File: config.mk
export PLATFORM = sky130hd
export DESIGN_NAME = onehot_drain
export DESIGN_NICKNAME = d
export VERILOG_FILES = /design/src/rtl/onehot_drain.sv
export SDC_FILE = /design/constraint.sdc
export NUM_CORES = 1
export LEC_CHECK = 0
export BUFFER_PORTS_ARGS = -buffer_cell sky130_fd_sc_hd__buf_2
export CAP_MARGIN = 0
export CORE_AREA = 4 4 41 43
export DETAILED_ROUTE_END_ITERATION = 8
export DIE_AREA = 0 0 45 47
export GPL_TIMING_DRIVEN = 0
export PLACE_DENSITY = 0.6
export SYNTH_ARGS = -nofsm -noshare
export SYNTH_HDL_FRONTEND = slang
export SYNTH_SLANG_ARGS = --single-unit
File: constraint.sdc
create_clock -name clk -period 1.2 [get_ports clk]
set_clock_uncertainty 0.15 [all_clocks]
set_input_delay 0.06 -clock clk [delete_from_list [all_inputs] [get_ports clk]]
set_output_delay 0.06 -clock clk [all_outputs]
set_load 0.02 [all_outputs]
File: src/rtl/onehot_drain.sv
// rtl/onehot_drain.sv - hot vector to ascending index stream; optional ONEHOT_DRAIN_STRICT_EN
module onehot_drain #(
  parameter int NR_KEY    = 2,
  parameter int KEY_WIDTH = 1
) (
  input  logic                 clk,
  input  logic                 rst,
  input  logic                 in_valid,
  output logic                 in_ready,
  input  logic [NR_KEY-1:0]    in_vec,
  output logic                 out_valid,
  input  logic                 out_ready,
  output logic [KEY_WIDTH-1:0] out_idx,
  output logic                 out_last,
  output logic                 busy,
  output logic                 err
);

  localparam int MIN_KW = (NR_KEY > 1) ? $clog2(NR_KEY) : 1;

  if (NR_KEY < 1) begin : g_bad_nr_key
    $error("onehot_drain: NR_KEY must be at least 1");
  end
  if (KEY_WIDTH < MIN_KW) begin : g_bad_key_width
    $error("onehot_drain: KEY_WIDTH too small for NR_KEY");
  end

  typedef enum logic {
    S_IDLE  = 1'b0,
    S_DRAIN = 1'b1
  } state_t;

  state_t                r_state;
  logic [NR_KEY-1:0]     r_mask;
  logic                  r_in_ready;
  logic                  r_out_valid;
  logic [KEY_WIDTH-1:0]  r_out_idx;
  logic                  r_out_last;
  logic                  r_busy;

  logic [NR_KEY-1:0]     w_cap_mask;
  logic [NR_KEY-1:0]     w_rem_mask;
  logic [KEY_WIDTH-1:0]  w_cap_idx;
  logic                  w_cap_last;
  logic [KEY_WIDTH-1:0]  w_rem_idx;
  logic                  w_rem_last;

  // Position of the lowest set bit; zero for an empty vector.
  function automatic logic [KEY_WIDTH-1:0] lowest_idx(input logic [NR_KEY-1:0] v);
    logic [KEY_WIDTH-1:0] idx;
    idx = '0;
    for (int i = NR_KEY - 1; i >= 0; i--) begin
      if (v[i]) idx = KEY_WIDTH'(i);
    end
    return idx;
  endfunction

  // True when exactly one bit is set.
  function automatic logic is_onehot(input logic [NR_KEY-1:0] v);
    return (v != '0) && ((v & (v - NR_KEY'(1))) == '0);
  endfunction

  // Next-beat decode for a fresh capture and for the mask after popping one bit.
  always_comb begin
`ifdef ONEHOT_DRAIN_STRICT_EN
    // Strict mode keeps only the lowest set bit of the captured vector.
    w_cap_mask = in_vec & (~in_vec + NR_KEY'(1));
`else
    w_cap_mask = in_vec;
`endif
    w_rem_mask = r_mask & (r_mask - NR_KEY'(1));
    w_cap_idx  = lowest_idx(w_cap_mask);
    w_cap_last = is_onehot(w_cap_mask);
    w_rem_idx  = lowest_idx(w_rem_mask);
    w_rem_last = is_onehot(w_rem_mask);
  end

`ifdef ONEHOT_DRAIN_STRICT_EN
  logic r_err;

  // Malformed-vector pulse: one cycle after any capture whose popcount is not one.
  always_ff @(posedge clk or posedge rst) begin
    if (rst) begin
      r_err <= 1'b0;
    end else begin
      r_err <= (r_state == S_IDLE) && in_valid && ($countones(in_vec) != 1);
    end
  end

  assign err = r_err;
`else
  assign err = 1'b0;
`endif

  // Capture/drain FSM; every output is registered so no input reaches an output combinationally.
  always_ff @(posedge clk or posedge rst) begin
    if (rst) begin
      r_state     <= S_IDLE;
      r_mask      <= '0;
      r_in_ready  <= 1'b1;
      r_out_valid <= 1'b0;
      r_out_idx   <= '0;
      r_out_last  <= 1'b0;
      r_busy      <= 1'b0;
    end else begin
      case (r_state)
        S_IDLE: begin
          if (in_valid && (in_vec != '0)) begin
            r_state     <= S_DRAIN;
            r_mask      <= w_cap_mask;
            r_in_ready  <= 1'b0;
            r_out_valid <= 1'b1;
            r_out_idx   <= w_cap_idx;
            r_out_last  <= w_cap_last;
            r_busy      <= 1'b1;
          end
        end
        S_DRAIN: begin
          if (out_ready) begin
            if (r_out_last) begin
              r_state     <= S_IDLE;
              r_mask      <= '0;
              r_in_ready  <= 1'b1;
              r_out_valid <= 1'b0;
              r_out_idx   <= '0;
              r_out_last  <= 1'b0;
              r_busy      <= 1'b0;
            end else begin
              r_mask     <= w_rem_mask;
              r_out_idx  <= w_rem_idx;
              r_out_last <= w_rem_last;
            end
          end
        end
        default: begin
          r_state <= S_IDLE;
        end
      endcase
    end
  end

  assign in_ready  = r_in_ready;
  assign out_valid = r_out_valid;
  assign out_idx   = r_out_idx;
  assign out_last  = r_out_last;
  assign busy      = r_busy;

endmodule

# After elaboration in Yosys (flattened, before gate mapping)
# Cells that the tools add are included.
# word_totals
regBits	7
latch_bits	0
mem_bits_rw	0
romBits	0
in_bits	6
output_inout_bits	6
elab_cells	53
mem_count	0
# op_classes
add_sub_neg	3
n_mul	0
div	0
order_cmp	0
n_eq_ne	3
n_shift	0
n_mux	28
bitwise	4
n_reduce_logical	9
# ops
cell	n
two-way mux 1 bit	19
one-hot mux 1 bit (2 select lines)	5
AND 2 bit	3
two-way mux 2 bit	3
subtractor 2 x 1 -> 2 bit, second input constant	3
logical NOT 2 bit	2
inequality test 2 bit, second input constant	2
one-hot mux 2 bit (2 select lines)	1
nonzero test 2 bit	2
logical AND 1 bit	3
AND reduction 3 bit	1
inequality test 2 x 1 -> 1 bit, second input constant	1
AND reduction 2 bit	1
NOT 1 bit	1

# Longest topological paths before layout
# logic_depth
depth_word	9
depth_mapped	6
ltp_nobuf	5

# Least setup slack after synthesis
# No wires, ideal clock.
# synth_path
kind	register -> register
from	register r_state
to	register r_out_last, in the netlist out_last
setup_ns	0.086
t_arrival_ns	0.869
t_required_ns	0.964
setup_slack_ns	0.096
stages_incl_launch_ff	4
n_path_buf	0
synth_period_minus_slack_ns	1.104
cell_sequence	dfrtp_1 inv_1 mux2_4 o221ai_2
# synth_between
elab_chain_len	3
word_cells_on_any_way	5
classes_between	2 x eq/ne; 1 x mux; 1 x bitwise; 1 x reduce/logical
# synth_lines
element	line_no	rtl
start: declaration	33	state_t r_state;
start signal: assignment	98	r_state <= S_IDLE;
start signal: assignment	109	r_state <= S_DRAIN;
start signal: assignment	121	r_state <= S_IDLE;
NOT 1 bit	--	
inequality test 2 bit (no line)	--	
AND reduction 2 bit (no line)	--	
end signal: assignment	114	r_out_last <= w_cap_last;
end signal: assignment	131	r_out_last <= w_rem_last;
end: declaration	38	logic r_out_last;
# Parallel ways exist; a longest one is shown, timed or not.
# A chain may end at the register's enable or synchronous reset.

# Final worst setup path
# layout_path
from	input port out_ready
to	register r_out_last, in the netlist out_last
# layout_between
elab_chain_len	2
# layout_lines
element	line_no	rtl
start: declaration	12	input logic out_ready,
inequality test 2 bit (no line)	--	
AND reduction 2 bit (no line)	--	
# No other way between the ends.

==> impl_metrics.ini <==
[run_status]
status = completed

[die]
die-area_um2 = 2120
io_pins = 12
initial_utilization = 0.330
die_w_um = 45
num_rows = 13
die_y_um = 47
core_region_area_um2 = 1300

[global_routing]
grt_usage = 0.0939
grt-ovfl-total = 0
grt_antenna_before_repair = 0
grt_first_pass_wirelength_mm = 1.29
grt_pass1_vias = 307
grt_max_degree = 11

[route]
viasPerCell = 4.69
routed_wl_um = 852
drt_iter0_drc = 3
drt_pass1_iterations = 2
vias = 352
drtAntennaViolNets = 0
avgRoutedWirePerCell_um = 11.4
route.detailed.drc = 0

[yosys]
synth_edf_count = 0
yosys-top-cells-count = 6 x dfrtp_1, 6 x inv_1, 4 x mux2i_1, 4 x o21ai_0, 3 x a31oi_1
synth.avg_cell_area_um2 = 9.98
yosysWarnings = 0
ys_seq_area_frac = 0.411
synth_seq_cells = 7
synth_area_um2 = 429
async_flop_share = 1.00
yosys.cell_types.count = 21
ys.flop_type = dfrtp_1
syn_nets = 51
synth_cells = 43
synth_top_area_cell = dfrtp_1
synth_area_leaders = dfrtp_1 35%, mux2i_1 9.3%, dfstp_2 6.1%
netlist.area_leader.share = 0.350

[worst_setup_path]
cp.arrival_ns = 1.18
path_cells = dlygate4sd3_1 > buf_2 > mux2_4 > o221ai_2
cp_max_fo = 7
r2r_end = out_last$_DFFE_PP0P_
critPathLaunchType = input pin
ff2ff_setup_slack_ns = 0.05
cpMaxStageDelayCell = dlygate4sd3_1
path_buf_inv = 2
crit_path_max_incr_delay_ns = 0.54
startpoint = out_ready
cp_data_required_time_ns = 1.23
endpoint = out_last$_DFFE_PP0P_
critPathKind = input pin to register
timing.rr.start = r_state$_DFF_PP0_
endpoint_kind = register
crit_family = buffers and inverters
worst-path-stages = 4
rr_worst_depth = 3

[sta]
min_period_ns = 1.15
slew_violations = 0
worst_hold_slack_ns = 0.00397
post-route-period-util = 0.958
fmax_mhz = 870
rsz0062_at_grt = false
final.setup.worst_slack_ns = 0.0503
hold_viol = 0
tns_ns = 0
finalSetupViolCount = 0

[finish]
area_growth_pct = 29.7
diodes = 0
drive_gt1_frac = 0.367
fillCellCount = 143
fin_area_um2 = 557
final_nets = 69

[job]
maxCapViolations = 0

[power]
leakage_uw = 0.000287
cellPowerDensity_nw_per_um2 = 1360
p_total_uw = 755
ir_drop_mv = 0.690

[place]
io_buffers = 10
place_congestion = 0.773
post-place-ws_ns = -0.0665
postPlaceCellArea_um2 = 498

[clock_tree]
numCtsBuffers = 3
clockBufferDepth = 2
cts_tree = done
post-cts-setup-buffers = 0
clk_pin_slew_ns = 0.05
clockRootBuffer = clkbuf_4
cts.sinks = 7
cts_htree_levels = 1
clk_latency_ns = 0.26

[worst_hold_path]
hold_start = in_vec[1]
hp-class = input pin to register
-- tightest hold or removal path, cell delays in order --
cell and delay (ns):
buf_2 0.11, mux2i_1 0.06, o21ai_0 0.14
-- timing repair --
item                       4_1_cts  5_1_grt
setup endpoints to repair        0        1
hold buffers                     3        0
hold endpoints to repair         9        0
resized for setup                0        1
-- cell families after synthesis --
logic type,synth area share
mux,0.128
buf+inv,0.125
fa+ha+maj,0.0583
other cells,0.00874
flops,0.411
simple gates,0.114
compound gates,0.155
-- layout by cell type, fill, tap and decap left out --
cell,instances
nor2b_1,1
o221ai_2,1
buf_2,11
inv_1,6
dfrtp_1,6
o21ai_0,4
mux2_4,1
mux2i_1,4
clkbuf_4,3
nand3_1,1
o211ai_1,1
nand2_1,2
buf_4,2
a31oi_1,3
nor2b_4,1
nand4_1,1
buf_6,1
a21oi_1,1
nor2_1,1
conb_1,1
clkbuf_1,1
dlygate4sd3_1,3
dfstp_2,1
nor2b_2,1
ha_1,2
-- metrics by stage --
step           instances   util
6_report              75  0.428
5_1_grt               75  0.428
4_1_cts               75  0.426
3_5_place_dp          68  0.383
3_3_place_gp          68  0.383
2_1_floorplan         43      -
-- cell type report --
| class | instances | area [µm²] | share of cell area |
|---|---|---|---|
| inverter | 6 | 22.5 | 0.0404 |
| timing repair buffer | 13 | 80.1 | 0.144 |
| sequential | 7 | 176 | 0.317 |
| multi-input combinational | 26 | 201 | 0.362 |
| clock buffer | 4 | 26.3 | 0.0472 |
| buffer | 4 | 31.3 | 0.0562 |
| tap | 15 | 18.8 | 0.0337 |
-- routing by layer --
metal / GRT usage / vias to the layer above / part of all wire / routed length, µm
met5: 0 / - / 0 / 0
met4: 0.0702 / 0 / 0.018 / 15
met3: 0.0575 / 2 / 0.072 / 61
met2: 0.130 / 10 / 0.49 / 414
met1: 0.104 / 160 / 0.42 / 361
li1: - / 180 / - / -
-- where the power goes --
part / switching, µW / leakage (µW) / total [µW] / internal, µW
Clock: 94.4 / 0.0000150 / 222 / 127
Combinational: 130 / 0.000187 / 228 / 98.3
Sequential: 23.1 / 0.0000856 / 305 / 282
-- sequential cells by signal, summed over array words and instances (netlist names) --
register / flops
r_mask: 2
busy: 1
in_ready: 1
out_idx: 1
out_last: 1
r_state: 1
-- worst min path at each step --
stage | depth (start not counted) | endpoint | slack [ns]
final | 3 | r_mask[1]$_DFFE_PP0P_ | 0.004
after global routing | 3 | r_mask[1]$_DFFE_PP0P_ | 0.03
after CTS | 3 | r_mask[1]$_DFFE_PP0P_ | 0.002
after detailed placement | 2 | r_mask[0]$_DFFE_PP0P_ | -0.14
after global placement | 2 | r_mask[0]$_DFFE_PP0P_ | -0.14
after floorplan | 1 | busy$_DFFE_PP0P_ | -0.29
(Power assumes the default switching activity.)
